### src/rtl/frogger_game_seq.sv
// ---------------------------------------------------------------------------
// frogger_game_seq
//
// Game sequencer for a Frogger-style game. It tracks the overall game state
// (idle, playing, dying, level-up, game over), lives, level, the per-life
// countdown timer and the lily-pad occupancy bitmap. The frog datapath reports
// collisions, drownings and pad arrivals. This block decides what happens
// next and tells the datapath when to move and when to send the frog home.
//
// Parameters
//   c_TICK_COUNT  : clock cycles per game tick
//   c_ROUND_TIME  : ticks allowed per life (1..31)
//   c_HOLD_TICKS  : ticks spent frozen in DYING / LEVEL_UP (>=1)
//   c_START_LIVES : lives at game start (1..3)
//
// Ports
//   i_Clk          in   system clock
//   i_Rst          in   synchronous reset, active-high
//   i_Start        in   start button level (edge detected here)
//   i_Collided     in   frog hit a vehicle
//   i_Drowned      in   frog in water, not on a log
//   i_Pad_Reached  in   one-cycle pulse: frog entered the top row
//   i_Pad_Index    in   lily pad index for i_Pad_Reached
//   o_Game_Active  out  high only in PLAY, enables frog movement
//   o_Frog_Reset   out  one-cycle pulse returning frog to origin
//   o_Lives        out  remaining lives
//   o_Level        out  current level
//   o_Time_Left    out  remaining ticks this life
//   o_Pads_Filled  out  bitmap of occupied lily pads
//   o_State        out  encoded state (0 idle .. 4 game over)
//   o_Game_Over    out  high only in GAME_OVER
// ---------------------------------------------------------------------------
module frogger_game_seq #(
  parameter int c_TICK_COUNT  = 25000000,
  parameter int c_ROUND_TIME  = 30,
  parameter int c_HOLD_TICKS  = 2,
  parameter int c_START_LIVES = 3
) (
  input  logic       i_Clk,
  input  logic       i_Rst,
  input  logic       i_Start,
  input  logic       i_Collided,
  input  logic       i_Drowned,
  input  logic       i_Pad_Reached,
  input  logic [2:0] i_Pad_Index,
  output logic       o_Game_Active,
  output logic       o_Frog_Reset,
  output logic [1:0] o_Lives,
  output logic [3:0] o_Level,
  output logic [4:0] o_Time_Left,
  output logic [4:0] o_Pads_Filled,
  output logic [2:0] o_State,
  output logic       o_Game_Over
);

  localparam logic [2:0] ST_IDLE      = 3'd0;
  localparam logic [2:0] ST_PLAY      = 3'd1;
  localparam logic [2:0] ST_DYING     = 3'd2;
  localparam logic [2:0] ST_LEVEL_UP  = 3'd3;
  localparam logic [2:0] ST_GAME_OVER = 3'd4;

  localparam int TICK_W = (c_TICK_COUNT > 1) ? $clog2(c_TICK_COUNT) : 1;
  localparam int HOLD_W = $clog2(c_HOLD_TICKS + 1);

  localparam logic [TICK_W-1:0] TICK_LAST  = TICK_W'(c_TICK_COUNT - 1);
  localparam logic [HOLD_W-1:0] HOLD_LAST  = HOLD_W'(c_HOLD_TICKS - 1);
  localparam logic [4:0]        ROUND_TIME = 5'(c_ROUND_TIME);
  localparam logic [1:0]        START_LIVES = 2'(c_START_LIVES);

  logic [2:0]        state, state_nxt;
  logic              start_prev;
  logic [TICK_W-1:0] tick_cnt;
  logic [HOLD_W-1:0] hold_cnt;
  logic [1:0]        lives, lives_nxt;
  logic [3:0]        level, level_nxt;
  logic [4:0]        time_left, time_left_nxt;
  logic [4:0]        pads, pads_nxt;
  logic              frog_reset, frog_reset_req;

  logic              start_edge;
  logic              tick;
  logic              hold_done;
  logic              pad_in_range;
  logic [4:0]        pad_mask;
  logic              pad_taken;
  logic              timeout;
  logic              death;
  logic              pad_valid;

  // Event decode shared by the next-state logic. The pad mask is built by
  // shifting rather than indexing so out-of-range indices simply give an
  // empty mask.
  always_comb begin
    start_edge   = i_Start & ~start_prev;
    tick         = (tick_cnt == TICK_LAST);
    hold_done    = tick && (hold_cnt == HOLD_LAST);
    pad_in_range = (i_Pad_Index <= 3'd4);
    pad_mask     = pad_in_range ? (5'b00001 << i_Pad_Index) : 5'b00000;
    pad_taken    = |(pads & pad_mask);
    timeout      = tick && (time_left == 5'd1);
    death        = i_Collided | i_Drowned | timeout |
                   (i_Pad_Reached & (~pad_in_range | pad_taken));
    pad_valid    = i_Pad_Reached & pad_in_range & ~pad_taken & ~death;
  end

  // Next-state and next-value logic for all game registers. Frog-reset
  // requests are gathered here and gated against the current pulse at the
  // end, so the pulse can never stretch across two cycles even if two
  // triggering events land back to back.
  always_comb begin
    state_nxt      = state;
    lives_nxt      = lives;
    level_nxt      = level;
    time_left_nxt  = time_left;
    pads_nxt       = pads;
    frog_reset_req = 1'b0;

    case (state)
      ST_IDLE, ST_GAME_OVER: begin
        if (start_edge) begin
          state_nxt      = ST_PLAY;
          lives_nxt      = START_LIVES;
          level_nxt      = 4'd1;
          pads_nxt       = 5'b00000;
          time_left_nxt  = ROUND_TIME;
          frog_reset_req = 1'b1;
        end
      end

      ST_PLAY: begin
        if (tick) begin
          time_left_nxt = time_left - 5'd1;
        end
        if (death) begin
          state_nxt = ST_DYING;
          lives_nxt = (lives == 2'd0) ? 2'd0 : lives - 2'd1;
        end else if (pad_valid) begin
          pads_nxt       = pads | pad_mask;
          time_left_nxt  = ROUND_TIME;
          frog_reset_req = 1'b1;
          if ((pads | pad_mask) == 5'b11111) begin
            state_nxt = ST_LEVEL_UP;
          end
        end
      end

      ST_DYING: begin
        if (hold_done) begin
          if (lives == 2'd0) begin
            state_nxt = ST_GAME_OVER;
          end else begin
            state_nxt      = ST_PLAY;
            time_left_nxt  = ROUND_TIME;
            frog_reset_req = 1'b1;
          end
        end
      end

      ST_LEVEL_UP: begin
        if (hold_done) begin
          state_nxt      = ST_PLAY;
          pads_nxt       = 5'b00000;
          level_nxt      = (level == 4'd15) ? 4'd15 : level + 4'd1;
          time_left_nxt  = ROUND_TIME;
          frog_reset_req = 1'b1;
        end
      end

      default: begin
        state_nxt = ST_IDLE;
      end
    endcase
  end

  // Game registers. Reset parks the game in IDLE and primes the start-edge
  // detector high so a button held through reset cannot launch a game.
  always_ff @(posedge i_Clk) begin
    if (i_Rst) begin
      state      <= ST_IDLE;
      start_prev <= 1'b1;
      lives      <= START_LIVES;
      level      <= 4'd0;
      time_left  <= ROUND_TIME;
      pads       <= 5'b00000;
      frog_reset <= 1'b0;
    end else begin
      state      <= state_nxt;
      start_prev <= i_Start;
      lives      <= lives_nxt;
      level      <= level_nxt;
      time_left  <= time_left_nxt;
      pads       <= pads_nxt;
      frog_reset <= frog_reset_req & ~frog_reset;
    end
  end

  // Tick prescaler and hold counter. Both restart on any state change so
  // every state begins with a full tick period and a fresh hold count.
  always_ff @(posedge i_Clk) begin
    if (i_Rst) begin
      tick_cnt <= '0;
      hold_cnt <= '0;
    end else if (state_nxt != state) begin
      tick_cnt <= '0;
      hold_cnt <= '0;
    end else begin
      tick_cnt <= tick ? '0 : tick_cnt + 1'b1;
      if (tick && (state == ST_DYING || state == ST_LEVEL_UP)) begin
        hold_cnt <= hold_cnt + 1'b1;
      end
    end
  end

  assign o_Game_Active = (state == ST_PLAY);
  assign o_Game_Over   = (state == ST_GAME_OVER);
  assign o_Frog_Reset  = frog_reset;
  assign o_Lives       = lives;
  assign o_Level       = level;
  assign o_Time_Left   = time_left;
  assign o_Pads_Filled = pads;
  assign o_State       = state;

endmodule

### config.mk
export PLATFORM = sky130hd
export DESIGN_NAME = frogger_game_seq
export DESIGN_NICKNAME = d
export VERILOG_FILES = /design/src/rtl/frogger_game_seq.sv
export SDC_FILE = /design/constraint.sdc
export NUM_CORES = 1
export LEC_CHECK = 0
export ABC_AREA = 1
export CAP_MARGIN = 20
export CORE_MARGIN = 2
export CORE_UTILIZATION = 27
export CTS_CLUSTER_DIAMETER = 120
export CTS_CLUSTER_SIZE = 20
export DETAILED_ROUTE_END_ITERATION = 8
export PLACE_DENSITY = 0.42
export SYNTH_ARGS = -nofsm -noshare
export SYNTH_HDL_FRONTEND = slang
export SYNTH_SLANG_ARGS = --single-unit
### constraint.sdc
create_clock -name i_Clk -period 2.1 [get_ports i_Clk]
set_input_delay 0.315 -clock i_Clk [delete_from_list [all_inputs] [get_ports i_Clk]]
set_output_delay 0.315 -clock i_Clk [all_outputs]
set_load 0.005 [all_outputs]
==> results by stage, run 1 <==
Global routing:
- The via count of the first global-routing pass is ~2400.
- Global routing consumed, on the met1 layer, ~17% of the routing resources.
- The initial antenna violation count is 0.
- Global routing finished with a remaining overflow of 0.
- Entering global routing, the biggest net connects 26 pins.
- met2 is the most crowded layer.
- The first global-routing pass estimated between 10000 and 15000 um of wire.
- For met2 alone, demand over resource in global routing was a little under a fifth.
- The overall track demand over capacity in global routing is between 10% and 20%.
- Global routing used 1.97% of the available met3 tracks.

Synth:
- The cell area that synthesis handed to floorplanning was roughly 3000 um^2.
- The post-synthesis async set-or-reset flop share is 0%.
- Synthesis instantiated 41 different standard cells from the library.
- The post-synthesis average cell area is ~7.5 um^2.
- The flip-flop cell with the highest count after synthesis is sky130_fd_sc_hd__dfxtp_1.
- The yosys synthesis warning count is 0.
- Of the synthesized area, sequential elements account for between 30% and 40%.
- The number of enable-type register cells in the synthesized netlist is 0.
- The synthesized instance count is approximately 400.
- The post-synth net total is 413.
- The number of synthesized register bits is 48.

Clock tree:
- At the later pin of the worst-skew pair, clock insertion delay measures about 0.3 ns.
- TritonCTS created 5 clock buffers.
- Counting along the longest clock path gives a buffer depth of 2.
- TritonCTS built the clock tree.
- The clock slew at the register clock pins of the worst setup and hold paths is approximately 0.090 ns.
- The clock tree synthesis step divided the H-tree into 2 levels.
- The clock drives 48 sinks.
- The number of buffers inserted by hold repair at cts is 0.
- The cell chosen for the clock root is sky130_fd_sc_hd__clkbuf_8.

Timing:
- The number of pins exceeding their max-slew limit in the final report is 0.
- Derived from the worst setup path, the maximum achievable clock frequency is between 500 and 600 MHz.
- Across the routed clock network, the largest skew measured is 0.00692 ns.
- Measured against its own limit, the worst slew margin works out to roughly two thirds.
- The final critical-path required period is ~2 ns.
- The worst hold margin is 0.434 ns.
- The setup TNS is 0 ns.
- The number of hold violations in the final report is 0.
- The worst path uses between 90% and 100% of the clock period.
- The slew at the pin closest to its max-slew limit is between 0.4 and 0.5 ns.
- The number of setup violations in the final report is 0.

Detailed routing:
- For this block, the routed nets add up to between 7000 and 8000 um of wire.
- The initial DRC count is between 100 and 150.
- The number of nets with antenna violations after detailed routing is 0.
- The count of vias placed by the detailed router is approximately 2600.
- The first detailed-routing pass ran for 4 iterations.
- The final routed DRC violation total is 0.
- The vias per cell is 4.34.
- Dividing the detail-routed wire length by the instance count gives about 12 um.

Power and ir drop:
- VDD sags by at most about 0.00021 V.
- The analysis attributes to cell leakage a power of ~1.5 nW.
- The analysis attributes to net switching a power of just under 500 uW.
- For this design the ratio of total power to cell area is 461 nW/um^2.
- The internal power is approximately 1.3 mW.
- The part of the power in the clock network is between 30% and 40%.
- Net switching is approximately a quarter of the power.
- Per report_power, the combinational group accounts for roughly 15% of the total.
- The portion of total power attributed to sequential cells is a little over half.

Run status:
- The flow ran to the end, and the final reports show no timing, DRC or antenna violations.

Floorplanning:
- The area of the core region is 10800 um^2.
- In this run the core area contains 38 standard-cell rows.
- The die covers about 12000 um^2.
- The vertical die dimension is 109 um.
- The width of the die is approximately 110 um.
- The I/O pin count is 31.
- Once the floorplan was initialized, standard cells occupied 27.6% of the core.

Layout:
- In the final layout, the multi-input gates occupy 1830 um^2.
- The sequential cell area in the final layout is approximately 970 um^2.
- For this run, the post-layout net count is between 400 and 500.
- The area growth from synthesis to final layout is 30.5%.
- After filler insertion, the fill cell instance count of the layout stands at roughly 1200.
- The end-of-flow core utilization is a little over a third.
- Of the cells placed in the final design, the portion with a size suffix greater than 1 is between 20% and 30%.
- The antenna diode instance count is 0.

Setup path:
- At the worst endpoint, the required time is ~1.8 ns.
- The worst setup path is launched from a flop.
- STA classifies the critical path endpoint as an output pin.
- The path type of the worst setup path is reg2out.
- The critical path arrival is around 1.7 ns.
- The maximum fanout along the worst path is 5.

Place:
- The number of input and output port buffers inserted is 30.
- The wire-length estimate of the detail-placed layout is 5290 um.
- The congestion estimate from routability-driven global placement came to 0.800.

Worst hold path:
- The path class of the tightest hold or removal check is reg2reg.

Job:
- Across the run, the number of max-cap violations was 0.
per-layer routing:
layer	up-vias	share of wire (%)
li1	1406	-
met1	1186	52
met2	29	44
met3	6	2.4
met4	0	1.4
met5	-	0
placed cells by master (no fill, tap or decap), types with 7 or more instances in the layout:
cell,synthesis,layout
sky130_fd_sc_hd__buf_4,0,29
sky130_fd_sc_hd__nor2_2,9,7
sky130_fd_sc_hd__nor2_4,21,25
sky130_fd_sc_hd__nor2_1,59,57
sky130_fd_sc_hd__nand2_1,66,63
sky130_fd_sc_hd__nand3_1,25,22
sky130_fd_sc_hd__clkdlybuf4s50_1,0,28
sky130_fd_sc_hd__inv_2,7,9
sky130_fd_sc_hd__nand4_1,9,9
sky130_fd_sc_hd__nand3_2,5,8
sky130_fd_sc_hd__xor2_1,20,20
sky130_fd_sc_hd__dfxtp_1,48,43
sky130_fd_sc_hd__nand2_2,7,10
sky130_fd_sc_hd__inv_1,54,52
per-stage QoR:
stage | instances | cell area (um^2) | worst slack [ns] | total power [mW]
2_1_floorplan | 399 | 2990 | 0.274 | 1.11
3_3_place_gp | 592 | 3630 | -0.213 | 1.19
3_5_place_dp | 592 | 3630 | -0.237 | 1.19
4_1_cts | 601 | 3740 | -0.00807 | 1.80
5_1_grt | 605 | 3900 | -0.0145 | 1.90
6_report | 605 | 3900 | 0.105 | 1.80
logic make-up (layout without fill, tap and decap cells):
logic type / count (synthesis) / count (layout) / synth area share [%]
buffers and inverters: 66 / 132 / 9.42
multiplexers: 1 / 1 / 0.377
adder cells (fa/ha/maj): 5 / 5 / 2.09
flip-flops: 48 / 48 / 32.1
AO/OA/AOI/OAI: 33 / 33 / 7.62
AND/OR/NAND/NOR: 222 / 222 / 41.3
XOR/XNOR: 24 / 24 / 7.03
flip-flops by register name, indices dropped and copies added (netlist names):
register / count
hold_cnt: 2
o_Frog_Reset: 1
o_Level: 4
o_Lives: 2
o_Pads_Filled: 5
o_State: 3
o_Time_Left: 5
start_prev: 1
tick_cnt: 25
worst max-delay path, stage by stage (launching register included):
cell and delay (ns):
sky130_fd_sc_hd__dfxtp_1 0.46, sky130_fd_sc_hd__inv_1 0.19, sky130_fd_sc_hd__nor3_4 0.21, sky130_fd_sc_hd__clkdlybuf4s50_1 0.52
synth_stat cells (3+ instances only):
master	instances	area (um^2)
sky130_fd_sc_hd__nor2_1	59	221
sky130_fd_sc_hd__nor2_4	21	236
sky130_fd_sc_hd__a21oi_1	5	25.0
sky130_fd_sc_hd__inv_1	54	203
sky130_fd_sc_hd__nor3_2	4	40.0
sky130_fd_sc_hd__a22oi_1	5	37.5
sky130_fd_sc_hd__nor3_1	7	35.0
sky130_fd_sc_hd__nor2_2	9	56.3
sky130_fd_sc_hd__nor3_4	3	48.8
sky130_fd_sc_hd__nand3_2	5	50.1
sky130_fd_sc_hd__nand3b_1	3	22.5
sky130_fd_sc_hd__nand4_1	9	56.3
sky130_fd_sc_hd__dfxtp_1	48	961
sky130_fd_sc_hd__ha_1	5	62.6
sky130_fd_sc_hd__xor2_1	20	175
sky130_fd_sc_hd__xnor2_1	4	35.0
sky130_fd_sc_hd__nand2_1	66	248
sky130_fd_sc_hd__nand3_1	25	125
sky130_fd_sc_hd__o21ai_0	6	30.0
sky130_fd_sc_hd__nand2_2	7	43.8
sky130_fd_sc_hd__o211ai_1	3	22.5
sky130_fd_sc_hd__inv_2	7	26.3
layout make-up:
cell class	count	area share [%]
clock buffer	8	2.31
inverter	61	5.87
multi-input combinational	285	46.9
sequential	48	24.8
tap	140	4.49
timing repair buffer	63	15.7
what timing repair did:
action	in CTS	in global routing
cloned	0	3
setup endpoints to repair	6	39
resized for setup	1	28
setup buffers	1	1
pin swaps	1	7
path summary, 6_finish.rpt:
kind              slack (ns)                      end  depth (start not counted)                     from
hold / removal          0.43  o_Frog_Reset$_SDFF_PP0_                          1  o_Frog_Reset$_SDFF_PP0_
setup reg to reg        0.15   tick_cnt[8]$_SDFF_PP0_                         13   tick_cnt[9]$_SDFF_PP0_
hold reg to reg         0.43  o_Frog_Reset$_SDFF_PP0_                          1  o_Frog_Reset$_SDFF_PP0_
setup / recovery        0.11            o_Game_Active                          3    o_State[0]$_SDFF_PP0_
power groups by stage:
stage	clock network (mW)	logic, mW	registers (mW)
6_report	0.590	0.264	0.946
3_5_place_dp	0	0.225	0.964
5_1_grt	0.665	0.291	0.949
2_1_floorplan	0	0.144	0.963
3_3_place_gp	0	0.224	0.964
4_1_cts	0.627	0.230	0.943
Power figures use the tool's default switching activity.
==> run 2, diff against run 1 <==
--- a/config.mk
+++ b/config.mk
@@ -7,11 +7,12 @@
 export LEC_CHECK = 0
 export ABC_AREA = 1
 export CAP_MARGIN = 20
-export CORE_MARGIN = 2
 export CORE_UTILIZATION = 27
+export CTS_BUF_LIST = sky130_fd_sc_hd__clkbuf_8 sky130_fd_sc_hd__clkbuf_16
 export CTS_CLUSTER_DIAMETER = 120
 export CTS_CLUSTER_SIZE = 20
 export DETAILED_ROUTE_END_ITERATION = 8
+export GPL_TIMING_DRIVEN = 1
 export PLACE_DENSITY = 0.42
 export SYNTH_ARGS = -nofsm -noshare
 export SYNTH_HDL_FRONTEND = slang
==> run 2 against run 1 <==
Combinational power fell by 4%; setup slack improved by 0.0030 ns; count of clock-buffer cells in the layout fell by 1; fmax rose by 0.15%; cell area did not move; first-iteration DRC count rose by 4.5%; register-to-register slack got worse by 0.04 ns; clock power rose by 26%; critical path type is now reg2reg; largest cell class unchanged; largest power group unchanged; highest routed layer unchanged.
==> results by stage, run 2 (synthesis gave the netlist of run 1 again) <==
Place:
- The number of cells in the design after placement is 593 (+0.17%).
- The HPWL after detailed placement is 5520 um (+4.4%).
- The post-placement setup slack was -0.183 ns (+0.0537 ns).
- The number of input and output port buffers inserted came to 30 (unchanged).
- The global placer's final weighted congestion is 0.818 (+2.2%).

Clock tree:
- The clock slew at the register clock pins of the worst setup and hold paths is 0.09 ns (about the same).
- The number of buffers created by CTS was 5 (unchanged).
- The number of buffers inserted by hold repair at cts is 0 (unchanged).
- The CTS sink count is 48 (unchanged).
- The number of H-tree branching levels is 2 (unchanged).
- The largest buffer count on any clock path came to 2 (unchanged).
- The cell chosen for the clock root is sky130_fd_sc_hd__clkbuf_8.
- The clock tree from TritonCTS is done.
- The clock latency of the later-clocked register in the worst-skew pair came to 0.30 ns (about the same).

Layout:
- The ratio of cells with drive above 1 in the final layout is 25.5% (-0.70 points).
- The area taken by multi-input logic gates is 1800 um^2 (-1.4%).
- The register with the most flip-flops is tick_cnt.
- The area growth from synthesis to final layout is 30.5% (unchanged).
- The antenna diode instance count was 0 (unchanged).
- The flip-flop count of the largest register after layout is 25 (unchanged).
- The total of fill cells in the finished design is 1148 (-1.4%).
- The layout net count is 479 (+0.21%).
- The commonest non-fill, non-tap cell in the layout is sky130_fd_sc_hd__nand2_1.
- In the layout the commonest cells are 64 x sky130_fd_sc_hd__nand2_1, 56 x sky130_fd_sc_hd__nor2_1, 54 x sky130_fd_sc_hd__inv_1.
- The non-filler instance count after layout is 606 (+0.17%).
- The sequential cell area in the final layout is 966 um^2 (-0.13%).

Global routing:
- The overall track demand over capacity in global routing came to 12.8% (+0.40 points).
- The wire length of the first global-routing pass came to 11700 um (+0.72%).
- The overall overflow remaining after global route is 0 (unchanged).
- The pin count of the biggest net entering global routing was 17 (-35%).
- The initial antenna violation count is 0 (unchanged).
- The via count of the first global-routing pass came to 2522 (+3.2%).

Timing:
- The number of pins exceeding their max-slew limit in the final report was 0 (unchanged).
- The number of setup violations in the final report is 0 (unchanged).
- The worst hold margin is 0.447 ns (+0.0128 ns).
- The normalized max-slew margin is 70.9% (+2.3 points).
- The worst clock skew on the final layout is 0.0153 ns (+0.00839 ns).
- The highest clock rate was 502 MHz (+0.15%).
- The slew at the pin closest to its max-slew limit is 0.432 ns (-0.0339 ns).
- The number of hold violations in the final report was 0 (unchanged).
- The post-route clock period utilization is 94.9% (-0.15 points).
- The final critical-path required period is 1.99 ns (-0.00305 ns).
- The worst-case setup margin in the final layout is 0.108 ns (+0.00305 ns).

Floorplanning:
- The width of the die is 107 um (-1.8%).
- The number of standard-cell rows in the floorplan came to 38 (unchanged).
- The I/O pin count is 31 (unchanged).
- The vertical die dimension is 107 um (-1.8%).
- The area of the core region is 10800 um^2 (-0.44%).
- The starting density of the core is 27.7% (+0.12 points).
- The total die area was 11500 um^2 (-3.6%).

Detailed routing:
- The routed wire length is 6950 um (-2.3%).
- The routed length on met1 is 3580 um (-3.1%).
- The vias per cell is 4.36 (+0.33%).
- The number of nets with antenna violations after detailed routing was 0 (unchanged).
- The average wire per cell in the routed design is 11.5 um (-2.4%).
- The initial DRC count is 115 (+4.5%).
- The first-pass iteration count of the detailed router is 4 (unchanged).
- The met3 wire length is 213 um (+25%).
- The final routed DRC violation total is 0 (unchanged).
- The met2 wire length is 3110 um (-0.96%).
- The count of vias placed by the detailed router is 2640 (+0.49%).
- Signal routing reaches up to met4.

Setup path:
- Traced cell by cell, the critical path runs through nand2_1 -> nor3_1 -> nand3_2 -> o21ai_1 -> inv_1 -> a2bb2oi_2 -> nand3_4 -> buf_4 -> nor2_1.
- The maximum fanout along the worst path is 6 (+1).
- For this design, the slowest cell found on the critical path is sky130_fd_sc_hd__nor3_1.
- The setup path with the least slack is of type reg2reg.
- The worst setup path is captured at a flop.
- The critical path arrival is 2.19 ns (+0.51 ns).
- The data required time at the worst endpoint is 2.30 ns (+0.52 ns).
- The delay of the slowest cell on the worst path is 0.39 ns (-0.13 ns).
- The worst setup path is launched from a flop.

Power and ir drop:
- The worst vdd rail ir drop is 0.000333 V (+55%).
- The power density over the cells is 498 nW/um^2 (+8.0%).
- The leakage power total is 1.49 nW (+0.82%).

Run status:
- The flow ran to the end, and the final reports show no timing, DRC or antenna violations.

Worst hold path:
- The class of the most critical hold timing path is reg2reg.

Job:
- The number of max-capacitance violations reported is 0 (unchanged).
run 2: cell count changes in the layout (fill, tap and decap cells not counted), sizes merged:
cell / delta
buf: +2
clkbuf: -2
bufinv: +1
run 2: final timing paths:
path                                              start                 endpoint  cells after the start  slack (ns)
worst max-delay path            tick_cnt[13]$_SDFF_PP0_   tick_cnt[3]$_SDFF_PP0_                      9        0.11
worst min-delay path            o_Frog_Reset$_SDFF_PP0_  o_Frog_Reset$_SDFF_PP0_                      1        0.45
worst max register to register  tick_cnt[13]$_SDFF_PP0_   tick_cnt[3]$_SDFF_PP0_                      9        0.11
worst min register to register  o_Frog_Reset$_SDFF_PP0_  o_Frog_Reset$_SDFF_PP0_                      1        0.45
run 2: per-layer routing:
metal,track usage [%],up-vias
met5,0,-
met4,3.23,0
met3,2.01,2
met2,20.3,31
met1,18.0,1201
li1,-,1406
run 2: what timing repair did:
| item | CTS | global route |
|---|---|---|
| pin swaps | 0 | 8 |
| endpoints found under the setup margin | 2 | 36 |
| gates resized for setup | 1 | 21 |
| gates cloned | 0 | 1 |
| setup buffers | 0 | 4 |
run 2: layout make-up:
cell class                      instances  share of cell area, %
Clock inverter                          1                  0.770
Tap cell                              140                   4.49
Timing Repair Buffer                   64                   15.5
Inverter                               61                   5.87
Sequential cell                        48                   24.8
Multi-Input combinational cell        285                   46.2
Clock buffer                            7                   2.47
run 2: through the flow:
step,instance area (um^2),power [mW],util (%),TNS (ns)
after floorplan,2990,1.11,-,0
after global placement,3650,1.20,33.9,-3.71
after detailed placement,3650,1.20,33.9,-4.51
after CTS,3780,1.97,35.1,0
after global routing,3900,2.05,36.1,-0.0118
final,3900,1.94,36.1,0
run 2: critical path, delay by kind of cell (launching register included):
family                 cells  cell delay (ns)
AOI/OAI and AO/OA          2             0.37
DFF                        1             0.33
buffers and inverters      2             0.26
and+or+nand+nor            5             0.94
run 2: where the power goes:
group / internal [mW] / switching (mW) / leakage [nW]
sequential: 0.928 / 0.0175 / 0.390
clock: 0.421 / 0.322 / 0.0645
combinational: 0.118 / 0.137 / 1.03
total: 1.47 / 0.476 / 1.49
==> run 3, diff against run 2 <==
--- a/config.mk
+++ b/config.mk
@@ -7,6 +7,7 @@
 export LEC_CHECK = 0
 export ABC_AREA = 1
 export CAP_MARGIN = 20
+export CORE_MARGIN = 1.5
 export CORE_UTILIZATION = 27
 export CTS_BUF_LIST = sky130_fd_sc_hd__clkbuf_8 sky130_fd_sc_hd__clkbuf_16
 export CTS_CLUSTER_DIAMETER = 120
==> run 3 against run 2 <==
Setup slack improved by 0.028 ns; clock skew down 0.00066 ns; wire length is 2.7% higher; critical path depth up 3; first-iteration DRC count shrank 9.6%; fmax grew 1.4%; power decreased by 3.5%; sequential cell count is the same; clock power shrank 9.6%; via count down 0.38%; cell area is 0.77% higher; critical endpoint is now tick_cnt[14]$_SDFF_PP0_; largest power group unchanged.
==> results by stage, run 3 (synthesis gave the netlist of run 1 again) <==
Clock tree:
- In this run the clock root is driven by a sky130_fd_sc_hd__clkbuf_8.
- The CTS sink count came to 48 (unchanged).
- The number of buffers created by CTS is 5 (unchanged).
- The number of H-tree branching levels came to 2 (unchanged).
- The clock latency of the later-clocked register in the worst-skew pair is 0.32 ns (+0.02 ns).
- The largest buffer count on any clock path is 2 (unchanged).
- TritonCTS built the clock tree.
- The clock slew at the register clock pins of the worst setup and hold paths was 0.10 ns (about the same).

Place:
- The HPWL after detailed placement is 5490 um (-0.57%).
- The number of cells in the design after placement was 590 (-0.51%).
- The number of input and output port buffers inserted came to 30 (unchanged).
- The global placer's final weighted congestion is 0.814 (-0.45%).

Setup path:
- The highest-delay cell along the critical path is sky130_fd_sc_hd__dfxtp_1.
- The critical path launch point type is a flop.
- The path depth of the worst reg2reg path is 12 (+3).
- STA classifies the critical path endpoint as a flop.
- Traced cell by cell, the critical path runs through nand2_1 -> nor2_2 -> buf_4 -> nand2_1 -> nor3_4 -> nand4_2 -> nand3_2 -> nand2_2 -> nand2_2 -> nand3_4 -> clkbuf_16 -> nor2_4.
- The maximum fanout along the worst path came to 8 (+2).
- The delay of the slowest cell on the worst path is 0.38 ns (about the same).
- The total stage count of the critical path came to 12 (+3).
- The endpoint identified for the worst register-to-register timing path is tick_cnt[14]$_SDFF_PP0_.
- The reg-to-reg setup timing slack was 0.14 ns (+0.03 ns).
- The critical path arrival is 2.22 ns (+0.03 ns).
- The data required time at the worst endpoint is 2.36 ns (+0.06 ns).
- The critical path is of the reg2reg type.
- Among cell families on the critical path, the largest total delay comes from simple AND/OR/NAND/NOR gates.
- The startpoint of the worst-slack reg-to-reg timing path is tick_cnt[19]$_SDFF_PP0_.
- The total buffers and inverters traversed by the critical path is 2 (unchanged).

Global routing:
- The wire length of the first global-routing pass came to 11900 um (+1.8%).
- The pin count of the biggest net entering global routing came to 18 (+1).
- The overall track demand over capacity in global routing came to 12.9% (+0.15 points).
- The initial antenna violation count is 0 (unchanged).
- The via count of the first global-routing pass is 2479 (-1.7%).
- The overall overflow remaining after global route came to 0 (unchanged).

Power and ir drop:
- The total power draw was 1.88 mW (-3.5%).
- The switching power of the nets is 485 uW (+1.8%).
- The power density over the cells is 477 nW/um^2 (-4.2%).
- The internal power is 1.39 mW (-5.2%).
- The part of the power in the clock network is 35.8% (-2.4 points).
- The relative contribution of combinational cells to total power came to 13.8% (+0.7 points).
- The worst vdd rail ir drop is 0.000234 V (-30%).
- The leakage power total was 1.49 nW (+0.13%).
- The fraction of power spent switching nets is 25.9% (+1.3 points).
- The portion of total power attributed to sequential cells came to 50.4% (+1.7 points).

Detailed routing:
- The count of vias placed by the detailed router was 2630 (-0.38%).
- The vias per cell is 4.35 (about the same).
- The average wire per cell in the routed design was 11.8 um (+3.0%).
- The final routed DRC violation total is 0 (unchanged).
- The initial DRC count was 104 (-9.6%).
- The number of nets with antenna violations after detailed routing is 0 (unchanged).
- The first-pass iteration count of the detailed router is 4 (unchanged).
- The routed wire length is 7130 um (+2.7%).

Timing:
- The worst clock skew on the final layout is 0.0146 ns (-0.000659 ns).
- Setup repair after global routing could not meet its margin everywhere.
- The post-route clock period utilization came to 93.5% (-1.3 points).
- The number of setup violations in the final report is 0 (unchanged).
- The final critical-path required period is 1.96 ns (-0.0276 ns).
- The number of hold violations in the final report is 0 (unchanged).
- The number of pins exceeding their max-slew limit in the final report was 0 (unchanged).
- The normalized max-slew margin came to 69.5% (-1.4 points).
- The slew at the pin closest to its max-slew limit is 0.452 ns (+0.0205 ns).
- The highest clock rate is 509 MHz (+1.4%).
- The setup TNS came to 0 ns (unchanged).

Floorplanning:
- The I/O pin count came to 31 (unchanged).
- The width of the die is 108 um (+0.93%).
- The area of the core region is 10800 um^2 (unchanged).
- The vertical die dimension is 108 um (+0.93%).
- The starting density of the core was 27.7% (unchanged).
- The number of standard-cell rows in the floorplan is 38 (unchanged).
- The total die area is 11700 um^2 (+1.9%).

Worst hold path:
- The critical hold path startpoint is o_Frog_Reset$_SDFF_PP0_.
- The class of the most critical hold timing path is reg2reg.
- The instance count along the most critical hold path came to 1 (unchanged).
- The worst hold path terminates at o_Frog_Reset$_SDFF_PP0_.

Layout:
- The area growth from synthesis to layout is 31.5%.
- The antenna diode instance count is 0 (unchanged).
- The register with the most flip-flops is tick_cnt.
- The flip-flop count of the largest register after layout came to 25 (unchanged).
- Leaving out fill and tap cells, the most frequent cells in the layout are 61 x sky130_fd_sc_hd__nand2_1, 57 x sky130_fd_sc_hd__nor2_1, 53 x sky130_fd_sc_hd__inv_1.
- The non-filler instance count after layout is 604 (-0.33%).
- Leaving out fill and tap cells, the most frequent cell in the layout is sky130_fd_sc_hd__nand2_1.
- The ratio of cells with drive above 1 in the final layout is 26.7% (+1.2 points).
- The layout net count is 479 (unchanged).

Run status:
- The run finished with clean final reports.

Job:
- The number of max-capacitance violations reported was 0 (unchanged).
[run 3: cell count changes in the layout (fill, tap and decap cells not counted), sizes merged]
cell | before | now
clkbuf | 8 | 6
clkdlybuf4s50 | 28 | 29
dlymetal6s2s | 2 | 1
[run 3: cell type report]
cell class | instances | area, um^2
fill | 1164 | 6860
multi-input combinational | 285 | 1850
sequential | 48 | 967
timing repair buffer | 64 | 613
inverter | 61 | 229
tap | 140 | 175
clock buffer | 5 | 68.8
clock inverter | 1 | 30.0
[run 3: worst max path at each step]
| stage | start | endpoint | slack [ns] |
|---|---|---|---|
| finish | tick_cnt[19]$_SDFF_PP0_ | tick_cnt[14]$_SDFF_PP0_ | 0.14 |
| global route | tick_cnt[1]$_SDFF_PP0_ | o_Frog_Reset$_SDFF_PP0_ | -0.004 |
| detailed placement | i_Pad_Index[1] | tick_cnt[2]$_SDFF_PP0_ | -0.19 |
| global placement | i_Pad_Index[1] | tick_cnt[2]$_SDFF_PP0_ | -0.17 |
| CTS | tick_cnt[0]$_SDFF_PP0_ | o_Time_Left[2]$_SDFFE_PP1P_ | 0.0007 |
| floorplan | tick_cnt[0]$_SDFF_PP0_ | tick_cnt[9]$_SDFF_PP0_ | 0.27 |
[run 3: metrics by stage]
stage               hold slack (ns)  utilization, %  worst slack, ns  instance area [um^2]
floorplan                     0.411               -            0.274                  2990
global placement              0.418            33.7           -0.171                  3630
detailed placement            0.423            33.7           -0.193                  3630
CTS                           0.442            34.8         0.000707                  3760
global route                  0.456            36.4         -0.00430                  3930
finish                        0.425            36.4            0.136                  3930
[run 3: worst reg2reg max path, delay by kind of cell (launching register included)]
family | cells | cell delay (ns)
buffers and inverters | 2 | 0.34
and+or+nand+nor | 10 | 1.21
DFF | 1 | 0.38
[run 3: power groups by stage]
stage          combinational [mW]  sequential (mW)  clock (mW)
2_1_floorplan               0.144            0.963           0
6_report                    0.258            0.945       0.672
3_3_place_gp                0.232            0.963           0
5_1_grt                     0.285            0.949       0.741
3_5_place_dp                0.233            0.964           0
4_1_cts                     0.243            0.943       0.708
[run 3: metal layers]
metal  wire, um  vias to the layer above  GRT usage (%)  share of wire (%)
met2       3100                       29           19.5                 44
met5          0                        -              0                  0
li1           -                     1405              -                  -
met1       3730                     1190           18.2                 52
met3        183                        6           2.41                2.6
met4        117                        0           4.79                1.6
[run 3: repair_timing]
action                                  4_1_cts  5_1_grt
cloned                                        0        1
hold endpoints to repair                      0        0
endpoints found under the setup margin        4       39
resized for setup                             1       30
hold buffers                                  0        0
setup buffers                                 2        5
pin swaps                                     2       12
